==> src/rtl/pc_seq_pkg.sv <==
// Shared types and constants for the fetch PC sequencer.
// Latency: n/a (types, constants and one pure helper function only).
// Backpressure: n/a.
package pc_seq_pkg;

  typedef enum logic [1:0] {
    ST_BOOT = 2'd0,
    ST_RUN  = 2'd1,
    ST_HALT = 2'd2
  } pc_state_e;

  localparam logic [31:0] PC_RESET_VEC = 32'h0000_0000;
  localparam logic [31:0] PC_TRAP_VEC  = 32'h0000_0100;
  localparam logic [31:0] PC_STEP      = 32'd4;

  // Fetch addresses are word aligned; the low two bits of any target are dropped.
  function automatic logic [31:0] align_pc(input logic [31:0] addr);
    return {addr[31:2], 2'b00};
  endfunction

endpackage

==> src/rtl/pc_sequencer_if.sv <==
// Control/status bundle between the pipeline control logic and the PC sequencer.
// Latency: n/a (wires only).
// Backpressure: stall_i holds the PC; there is no valid/ready on this bundle.
// Ports: master drives stall/branch/trap/halt/resume requests and observes PC,
//        next PC, fetch_valid, flush, state and redirect count; slave is the sequencer.
interface pc_sequencer_if;
  import pc_seq_pkg::*;

  logic        stall_i;
  logic        br_taken_i;
  logic [31:0] br_target_i;
  logic        trap_i;
  logic        halt_i;
  logic        resume_i;

  logic [31:0] pc_o;
  logic [31:0] pc_next_o;
  logic        fetch_valid_o;
  logic        flush_o;
  pc_state_e   state_o;
  logic [15:0] redirect_cnt_o;

  modport master (
    output stall_i, br_taken_i, br_target_i, trap_i, halt_i, resume_i,
    input  pc_o, pc_next_o, fetch_valid_o, flush_o, state_o, redirect_cnt_o
  );

  modport slave (
    input  stall_i, br_taken_i, br_target_i, trap_i, halt_i, resume_i,
    output pc_o, pc_next_o, fetch_valid_o, flush_o, state_o, redirect_cnt_o
  );

endinterface

==> src/rtl/pc_pend_buf.sv <==
// One-entry buffer holding a redirect target that could not be applied yet.
// Latency: written value visible on dout/valid one cycle after wr.
// Backpressure: none; a new wr overwrites the held target, clr wins over wr.
// Ports: clk, rst (async active-high), wr/din load, clr empties, valid/dout show content.
module pc_pend_buf (
  input  logic        clk,
  input  logic        rst,
  input  logic        wr,
  input  logic        clr,
  input  logic [31:0] din,
  output logic        valid,
  output logic [31:0] dout
);

  always_ff @(posedge clk or posedge rst) begin
    if (rst) begin
      valid <= 1'b0;
      dout  <= 32'h0;
    end else if (clr) begin
      valid <= 1'b0;
    end else if (wr) begin
      valid <= 1'b1;
      dout  <= din;
    end
  end

endmodule

==> src/rtl/pc_sequencer.sv <==
// Fetch PC sequencer: BOOT/RUN/HALT FSM with trap, branch and deferred-branch redirects.
// Latency: redirects and sequential steps show on pc_o one cycle after the request.
// Backpressure: stall_i holds the PC; branches seen while stalled or halted are deferred.
// Ports: clk, rst (async active-high), bus (slave modport of pc_sequencer_if).
module pc_sequencer
  import pc_seq_pkg::*;
#(
  parameter logic [31:0] RESET_VEC = PC_RESET_VEC,
  parameter logic [31:0] TRAP_VEC  = PC_TRAP_VEC
) (
  input  logic          clk,
  input  logic          rst,
  pc_sequencer_if.slave bus
);

  pc_state_e   state_q, state_d;
  logic [31:0] pc_q, pc_d;
  logic [15:0] cnt_q, cnt_d;
  logic        flush_q;
  logic        fetch_valid_q;

  logic        redirect;
  logic        pend_wr;
  logic        pend_clr;
  logic        pend_valid;
  logic [31:0] pend_dout;
  logic [31:0] br_tgt;

  assign br_tgt = align_pc(bus.br_target_i);

  pc_pend_buf u_pend (
    .clk   (clk),
    .rst   (rst),
    .wr    (pend_wr),
    .clr   (pend_clr),
    .din   (br_tgt),
    .valid (pend_valid),
    .dout  (pend_dout)
  );

  always_comb begin
    state_d  = state_q;
    pc_d     = pc_q;
    redirect = 1'b0;
    pend_wr  = 1'b0;
    pend_clr = 1'b0;

    if (bus.trap_i) begin
      // Trap overrides everything, in every state, stalled or not.
      state_d  = ST_RUN;
      pc_d     = TRAP_VEC;
      redirect = 1'b1;
      pend_clr = 1'b1;
    end else begin
      case (state_q)
        ST_BOOT: begin
          // Reset vector is fetched for exactly one cycle; an early branch is kept.
          state_d = ST_RUN;
          pend_wr = bus.br_taken_i;
        end
        ST_HALT: begin
          if (bus.resume_i) state_d = ST_RUN;
          pend_wr = bus.br_taken_i;
        end
        ST_RUN: begin
          if (bus.halt_i) begin
            state_d = ST_HALT;
          end else if (bus.br_taken_i && !bus.stall_i) begin
            // A fresh branch supersedes any deferred one.
            pc_d     = br_tgt;
            redirect = 1'b1;
            pend_clr = 1'b1;
          end else if (pend_valid && !bus.stall_i) begin
            pc_d     = pend_dout;
            redirect = 1'b1;
            pend_clr = 1'b1;
          end else if (bus.stall_i) begin
            pend_wr = bus.br_taken_i;
          end else begin
            pc_d = pc_q + PC_STEP;
          end
        end
        default: begin
          state_d = ST_BOOT;
          pc_d    = RESET_VEC;
        end
      endcase
    end

    cnt_d = (redirect && (cnt_q != 16'hFFFF)) ? cnt_q + 16'd1 : cnt_q;
  end

  always_ff @(posedge clk or posedge rst) begin
    if (rst) begin
      state_q       <= ST_BOOT;
      pc_q          <= RESET_VEC;
      cnt_q         <= 16'h0;
      flush_q       <= 1'b0;
      fetch_valid_q <= 1'b0;
    end else begin
      state_q       <= state_d;
      pc_q          <= pc_d;
      cnt_q         <= cnt_d;
      flush_q       <= redirect;
      fetch_valid_q <= (state_d == ST_RUN);
    end
  end

  assign bus.pc_o           = pc_q;
  assign bus.pc_next_o      = pc_d;
  assign bus.fetch_valid_o  = fetch_valid_q;
  assign bus.flush_o        = flush_q;
  assign bus.state_o        = state_q;
  assign bus.redirect_cnt_o = cnt_q;

endmodule

==> src/flat_wrapper.sv <==
// flat-port wrapper written by rule: the top's interface ports become plain ports
module pc_sequencer_flat import pc_seq_pkg::*;
#(
  parameter logic [31:0] RESET_VEC = PC_RESET_VEC,
  parameter logic [31:0] TRAP_VEC  = PC_TRAP_VEC
)
  (clk, rst, bus_stall_i, bus_br_taken_i, bus_br_target_i, bus_trap_i, bus_halt_i, bus_resume_i, bus_pc_o, bus_pc_next_o, bus_fetch_valid_o, bus_flush_o, bus_state_o, bus_redirect_cnt_o);
  pc_sequencer_if bus_i ();
  input  logic clk;
  input  logic rst;
  input wire logic [$bits(bus_i.stall_i)-1:0] bus_stall_i;
  input wire logic [$bits(bus_i.br_taken_i)-1:0] bus_br_taken_i;
  input wire logic [$bits(bus_i.br_target_i)-1:0] bus_br_target_i;
  input wire logic [$bits(bus_i.trap_i)-1:0] bus_trap_i;
  input wire logic [$bits(bus_i.halt_i)-1:0] bus_halt_i;
  input wire logic [$bits(bus_i.resume_i)-1:0] bus_resume_i;
  output wire logic [$bits(bus_i.pc_o)-1:0] bus_pc_o;
  output wire logic [$bits(bus_i.pc_next_o)-1:0] bus_pc_next_o;
  output wire logic [$bits(bus_i.fetch_valid_o)-1:0] bus_fetch_valid_o;
  output wire logic [$bits(bus_i.flush_o)-1:0] bus_flush_o;
  output wire logic [$bits(bus_i.state_o)-1:0] bus_state_o;
  output wire logic [$bits(bus_i.redirect_cnt_o)-1:0] bus_redirect_cnt_o;
  assign bus_i.stall_i = bus_stall_i;
  assign bus_i.br_taken_i = bus_br_taken_i;
  assign bus_i.br_target_i = bus_br_target_i;
  assign bus_i.trap_i = bus_trap_i;
  assign bus_i.halt_i = bus_halt_i;
  assign bus_i.resume_i = bus_resume_i;
  assign bus_pc_o = bus_i.pc_o;
  assign bus_pc_next_o = bus_i.pc_next_o;
  assign bus_fetch_valid_o = bus_i.fetch_valid_o;
  assign bus_flush_o = bus_i.flush_o;
  assign bus_state_o = bus_i.state_o;
  assign bus_redirect_cnt_o = bus_i.redirect_cnt_o;
  pc_sequencer #(.RESET_VEC(RESET_VEC), .TRAP_VEC(TRAP_VEC)) u_core (.clk(clk), .rst(rst), .bus(bus_i));
endmodule
==> config.mk <==
export PLATFORM = sky130hd
export DESIGN_NAME = pc_sequencer_flat
export DESIGN_NICKNAME = d
export VERILOG_FILES = /design/src/rtl/pc_seq_pkg.sv /design/src/rtl/pc_sequencer_if.sv /design/src/rtl/pc_pend_buf.sv /design/src/rtl/pc_sequencer.sv /design/src/flat_wrapper.sv
export SDC_FILE = /design/constraint.sdc
export NUM_CORES = 1
export LEC_CHECK = 0
export ABC_AREA = 1
export CAP_MARGIN = 20
export CORE_MARGIN = 2
export CORE_UTILIZATION = 40
export DETAILED_ROUTE_END_ITERATION = 12
export PLACE_DENSITY = 0.72
export SKIP_CTS_REPAIR_TIMING = 1
export SLEW_MARGIN = 20
export SYNTH_ARGS = -nofsm -noshare
export SYNTH_HDL_FRONTEND = slang
export SYNTH_SLANG_ARGS = --single-unit
export TNS_END_PERCENT = 1
==> constraint.sdc <==
create_clock -name clk -period 3.05 [get_ports clk]
set_input_delay 0.4575 -clock clk [delete_from_list [all_inputs] [get_ports clk]]
set_output_delay 0.4575 -clock clk [all_outputs]
set_load 0.1 [all_outputs]
==> metrics.txt <==
# TYPE chip_impl_metric gauge
chip_impl_info{name="type_of_element_launching_the_critical_path",value="flop"} 1
chip_impl_metric{name="num_ports",unit=""} 123
chip_impl_metric{name="postSynthNetCount",unit=""} 700
chip_impl_metric{name="worst_slack",unit="ps"} 187
chip_impl_metric{name="power_density",unit="nW/µm²"} 566
chip_impl_metric{name="antenna_cells_inserted",unit=""} 0
chip_impl_info{name="failing_checks",value="design-rule violations"} 1
chip_impl_metric{name="post-place-ws",unit="ps"} 38.2
chip_impl_metric{name="cts.sinks",unit=""} 83
chip_impl_metric{name="n_fill_cell",unit=""} 1024
chip_impl_metric{name="grt_start_max_net_pins",unit=""} 50
chip_impl_metric{name="dr.pass1.iters",unit=""} 9
chip_impl_metric{name="max_clock_freq",unit="MHz"} 349
chip_impl_metric{name="layout-drive-gt1-share",unit="%"} 22.0
chip_impl_metric{name="initial_core_util",unit="%"} 41.4
chip_impl_metric{name="die_area",unit="µm²"} 12800
chip_impl_metric{name="drcViolationCount",unit=""} 6
chip_impl_info{name="cp_top_family",value="simple AND/OR/NAND/NOR gates"} 1
chip_impl_metric{name="gp_congestion",unit=""} 0.895
chip_impl_info{name="clk_root_buffer_cell",value="sky130_fd_sc_hd__clkbuf_16"} 1
chip_impl_metric{name="met1Wirelength",unit="µm"} 6390
chip_impl_metric{name="finalCriticalPeriod",unit="ps"} 2860
chip_impl_metric{name="grt_first_pass_wirelength",unit="µm"} 23700
chip_impl_metric{name="place.detailed.hpwl",unit="µm"} 10300
chip_impl_info{name="worstHoldPathType",value="flop to flop"} 1
chip_impl_metric{name="cts.reportedPaths.clkPinSlew",unit="ps"} 60
chip_impl_metric{name="reg2reg_slack",unit="ps"} 920
chip_impl_info{name="path_class",value="flop to output pin"} 1
chip_impl_metric{name="die_span_x",unit="µm"} 113
chip_impl_metric{name="final_max_slew_viol_count",unit=""} 0
chip_impl_metric{name="clock_path_buffers",unit=""} 2
chip_impl_metric{name="core",unit="µm²"} 11500
chip_impl_metric{name="gr-total-overflow",unit=""} 0
chip_impl_metric{name="syn_inst",unit=""} 659
chip_impl_metric{name="worst-endpoint-arrival",unit="ps"} 2410
chip_impl_metric{name="skew",unit="ps"} 6.57
chip_impl_metric{name="grt_util_all_layers",unit="%"} 23.0
chip_impl_metric{name="wl_met3",unit="µm"} 820
chip_impl_info{name="tritoncts_clock_tree",value="built"} 1
chip_impl_metric{name="synth_warnings",unit=""} 0
chip_impl_metric{name="insertion_delay",unit="ps"} 350
chip_impl_metric{name="worst_slew_pin_slew",unit="ps"} 658
chip_impl_metric{name="sequential_area_share_after_synthesis",unit="%"} 43.6
chip_impl_metric{name="final-hold-violation-count",unit=""} 0
chip_impl_info{name="post_synth_main_area_contributors",value="sky130_fd_sc_hd__dfrtp_1 44%, sky130_fd_sc_hd__nand2_1 15%, sky130_fd_sc_hd__a21oi_1 6.7%, sky130_fd_sc_hd__inv_1 5.2%, sky130_fd_sc_hd__o21ai_0 4.6%"} 1
chip_impl_info{name="yosysMostFrequentCell",value="sky130_fd_sc_hd__nand2_1"} 1
chip_impl_metric{name="synth_cell_type_count",unit=""} 34
chip_impl_info{name="critPathMostFrequentCell",value="sky130_fd_sc_hd__nand2_1"} 1
chip_impl_metric{name="total_of_flip_flops_plus_latches_after_synthesis",unit=""} 83
chip_impl_metric{name="detail_route.wirelength",unit="µm"} 14300
chip_impl_info{name="critical_path.cell_chain",value="nand2_1, nor2_1, nand3_1, nor2_1, nand2_1, nand2_1, nand3_1, nand3_1, nand2_1, a21oi_2, buf_12"} 1
chip_impl_metric{name="drv.max_cap_violation_count",unit=""} 0
chip_impl_info{name="setup.worst_path.end_class",value="output pin"} 1
chip_impl_metric{name="netlist_area",unit="µm²"} 4770
chip_impl_metric{name="synth_edf_count",unit=""} 0
chip_impl_metric{name="setup_violations",unit=""} 0
chip_impl_info{name="top_layer",value="met4"} 1
chip_impl_metric{name="portBuffers",unit=""} 120
chip_impl_metric{name="finalNetCount",unit=""} 837
chip_impl_info{name="synth_top_area_cell",value="sky130_fd_sc_hd__dfrtp_1"} 1
chip_impl_metric{name="min_period_over_period",unit="%"} 93.9
chip_impl_metric{name="ir_worst_vdd",unit="µV"} 397
chip_impl_metric{name="postSynth.asyncResetShare",unit="%"} 100
chip_impl_metric{name="synthToLayoutAreaGrowth",unit="%"} 44.9
chip_impl_metric{name="maxSlewHeadroom",unit="%"} 56.1
chip_impl_metric{name="finalHoldWorstSlack",unit="ps"} 487
chip_impl_metric{name="critical_path_required",unit="ps"} 2590
chip_impl_metric{name="crit_fanout",unit=""} 5
chip_impl_metric{name="cellLeakagePower",unit="nW"} 3.20
chip_impl_metric{name="ant_nets",unit=""} 0
chip_impl_metric{name="first_global_vias",unit=""} 4857
chip_impl_info{name="post_synth_most_frequent_cells",value="195 x sky130_fd_sc_hd__nand2_1, 83 x sky130_fd_sc_hd__dfrtp_1, 66 x sky130_fd_sc_hd__inv_1, 64 x sky130_fd_sc_hd__a21oi_1, 57 x sky130_fd_sc_hd__nor2_1"} 1
chip_impl_metric{name="routed_via_density",unit=""} 5.13
chip_impl_metric{name="syn_avg_cell_area",unit="µm²"} 7.23
chip_impl_metric{name="worst-path-buf-inv",unit=""} 1
chip_impl_info{name="ys_dominant_reg_cell",value="sky130_fd_sc_hd__dfrtp_1"} 1
chip_impl_metric{name="cts.htree.levels",unit=""} 3
chip_impl_metric{name="wl_met2",unit="µm"} 6840
chip_impl_info{name="unrepaired_setup_endpoints_after_global_routing",value="no"} 1
chip_impl_metric{name="detailedRoute.firstIterationViolations",unit=""} 347
chip_impl_metric{name="die_height",unit="µm"} 113
chip_impl_metric{name="drt-wirelength-per-cell",unit="µm"} 15.1
chip_impl_metric{name="cts_inserted_buffers",unit=""} 9
chip_impl_metric{name="slowest_cell_delay_on_critical_path",unit="ps"} 470
chip_impl_info{name="crit_path_top_delay_cell",value="sky130_fd_sc_hd__dfrtp_1"} 1
chip_impl_metric{name="antenna_found_initial",unit=""} 0
chip_impl_info{name="result_of_the_run",value="finished with violations"} 1
chip_impl_metric{name="rows",unit=""} 39
chip_impl_metric{name="synth.top_cell.area_share",unit="%"} 43.6
chip_impl_metric{name="detailroute.via_count",unit=""} 4843
state kept, by name (all words and copies together), names as in the netlist:
| name | count |
|---|---|
| u_core.bus.redirect_cnt_o | 16 |
| u_core.u_pend.dout | 30 |
| u_core.bus.flush_o | 1 |
| u_core.bus.fetch_valid_o | 1 |
| u_core.bus.state_o | 2 |
| u_core.bus.pc_o | 32 |
| u_core.u_pend.valid | 1 |
metrics by stage:
step                std cells  power (W)  instance area, µm²  setup TNS [ps]  utilization [%]
floorplan                 659    0.00246                4860          -20580                -
global placement          923    0.00286                6560               0             56.9
detailed placement        923    0.00289                6560               0             56.9
CTS                       939    0.00394                6840               0             59.4
global route              944    0.00409                6910               0             60.0
finish                    944    0.00391                6910               0             60.0
layer usage:
layer,up-vias,global-route usage [%]
met4,0,8.37
met1,2264,31.3
li1,2399,-
met5,-,0
met2,158,37.0
met3,22,4.12
worst paths after layout:
path / from / end / depth (start not counted)
worst max-delay path: u_core.bus.pc_o[5] / bus_pc_next_o[29] / 11
worst min-delay path: u_core.u_pend.dout[13] / u_core.u_pend.dout[13] / 2
worst max register to register: u_core.bus.state_o[0] / u_core.bus.redirect_cnt_o[13] / 11
worst min register to register: u_core.u_pend.dout[13] / u_core.u_pend.dout[13] / 2
max in group asynchronous: rst / u_core.u_pend.dout[14] / 3
min in group asynchronous: rst / u_core.bus.pc_o[31] / 2
worst register-to-register path, stage by stage, from the launching register on:
cell,delay [ps]
sky130_fd_sc_hd__dfrtp_1,410
sky130_fd_sc_hd__inv_1,80
sky130_fd_sc_hd__nor2_1,140
sky130_fd_sc_hd__nand2_1,220
sky130_fd_sc_hd__buf_4,300
sky130_fd_sc_hd__o21ai_4,230
sky130_fd_sc_hd__nand2_4,130
sky130_fd_sc_hd__nor2_4,150
sky130_fd_sc_hd__nand2_1,100
sky130_fd_sc_hd__nor2_1,140
sky130_fd_sc_hd__a21oi_1,80
sky130_fd_sc_hd__nor2_1,90
power by group:
part	internal (W)	switching, W
clock network	0.000577	0.000458
logic	0.000392	0.00104
registers	0.00128	0.000162
cell families after synthesis:
family	after synthesis	share of synthesized area, %
AND/OR/NAND/NOR	329	29.5
AO/OA/AOI/OAI	126	14.3
buffers and inverters	95	7.59
flip-flops	83	43.6
XOR/XNOR	23	4.23
adder cells (fa/ha/maj)	2	0.525
multiplexers	1	0.236
placed cells by master (no fill, tap or decap), types with 9 or more instances in the layout:
cell	n
sky130_fd_sc_hd__nand2_1	195
sky130_fd_sc_hd__dfrtp_1	83
sky130_fd_sc_hd__buf_4	79
sky130_fd_sc_hd__inv_1	65
sky130_fd_sc_hd__nor2_1	53
sky130_fd_sc_hd__o21ai_0	44
sky130_fd_sc_hd__nand3_1	41
sky130_fd_sc_hd__a21oi_1	40
sky130_fd_sc_hd__clkdlybuf4s50_1	35
sky130_fd_sc_hd__buf_12	35
sky130_fd_sc_hd__a21oi_2	23
sky130_fd_sc_hd__xor2_1	16
sky130_fd_sc_hd__nand4_1	11
sky130_fd_sc_hd__clkbuf_16	9
area by class of cell:
| type | count | area (µm²) | area share [%] |
|---|---|---|---|
| inverters | 70 | 267 | 3.86 |
| multi-input cells | 481 | 2440 | 35.3 |
| repair buffers | 151 | 1660 | 24.1 |
| well taps | 143 | 179 | 2.59 |
| clock inverters | 5 | 37.5 | 0.543 |
| flip-flops and latches | 83 | 2080 | 30.1 |
| clock buffers | 11 | 243 | 3.51 |
No activity file was read; power rests on OpenSTA's default activity.
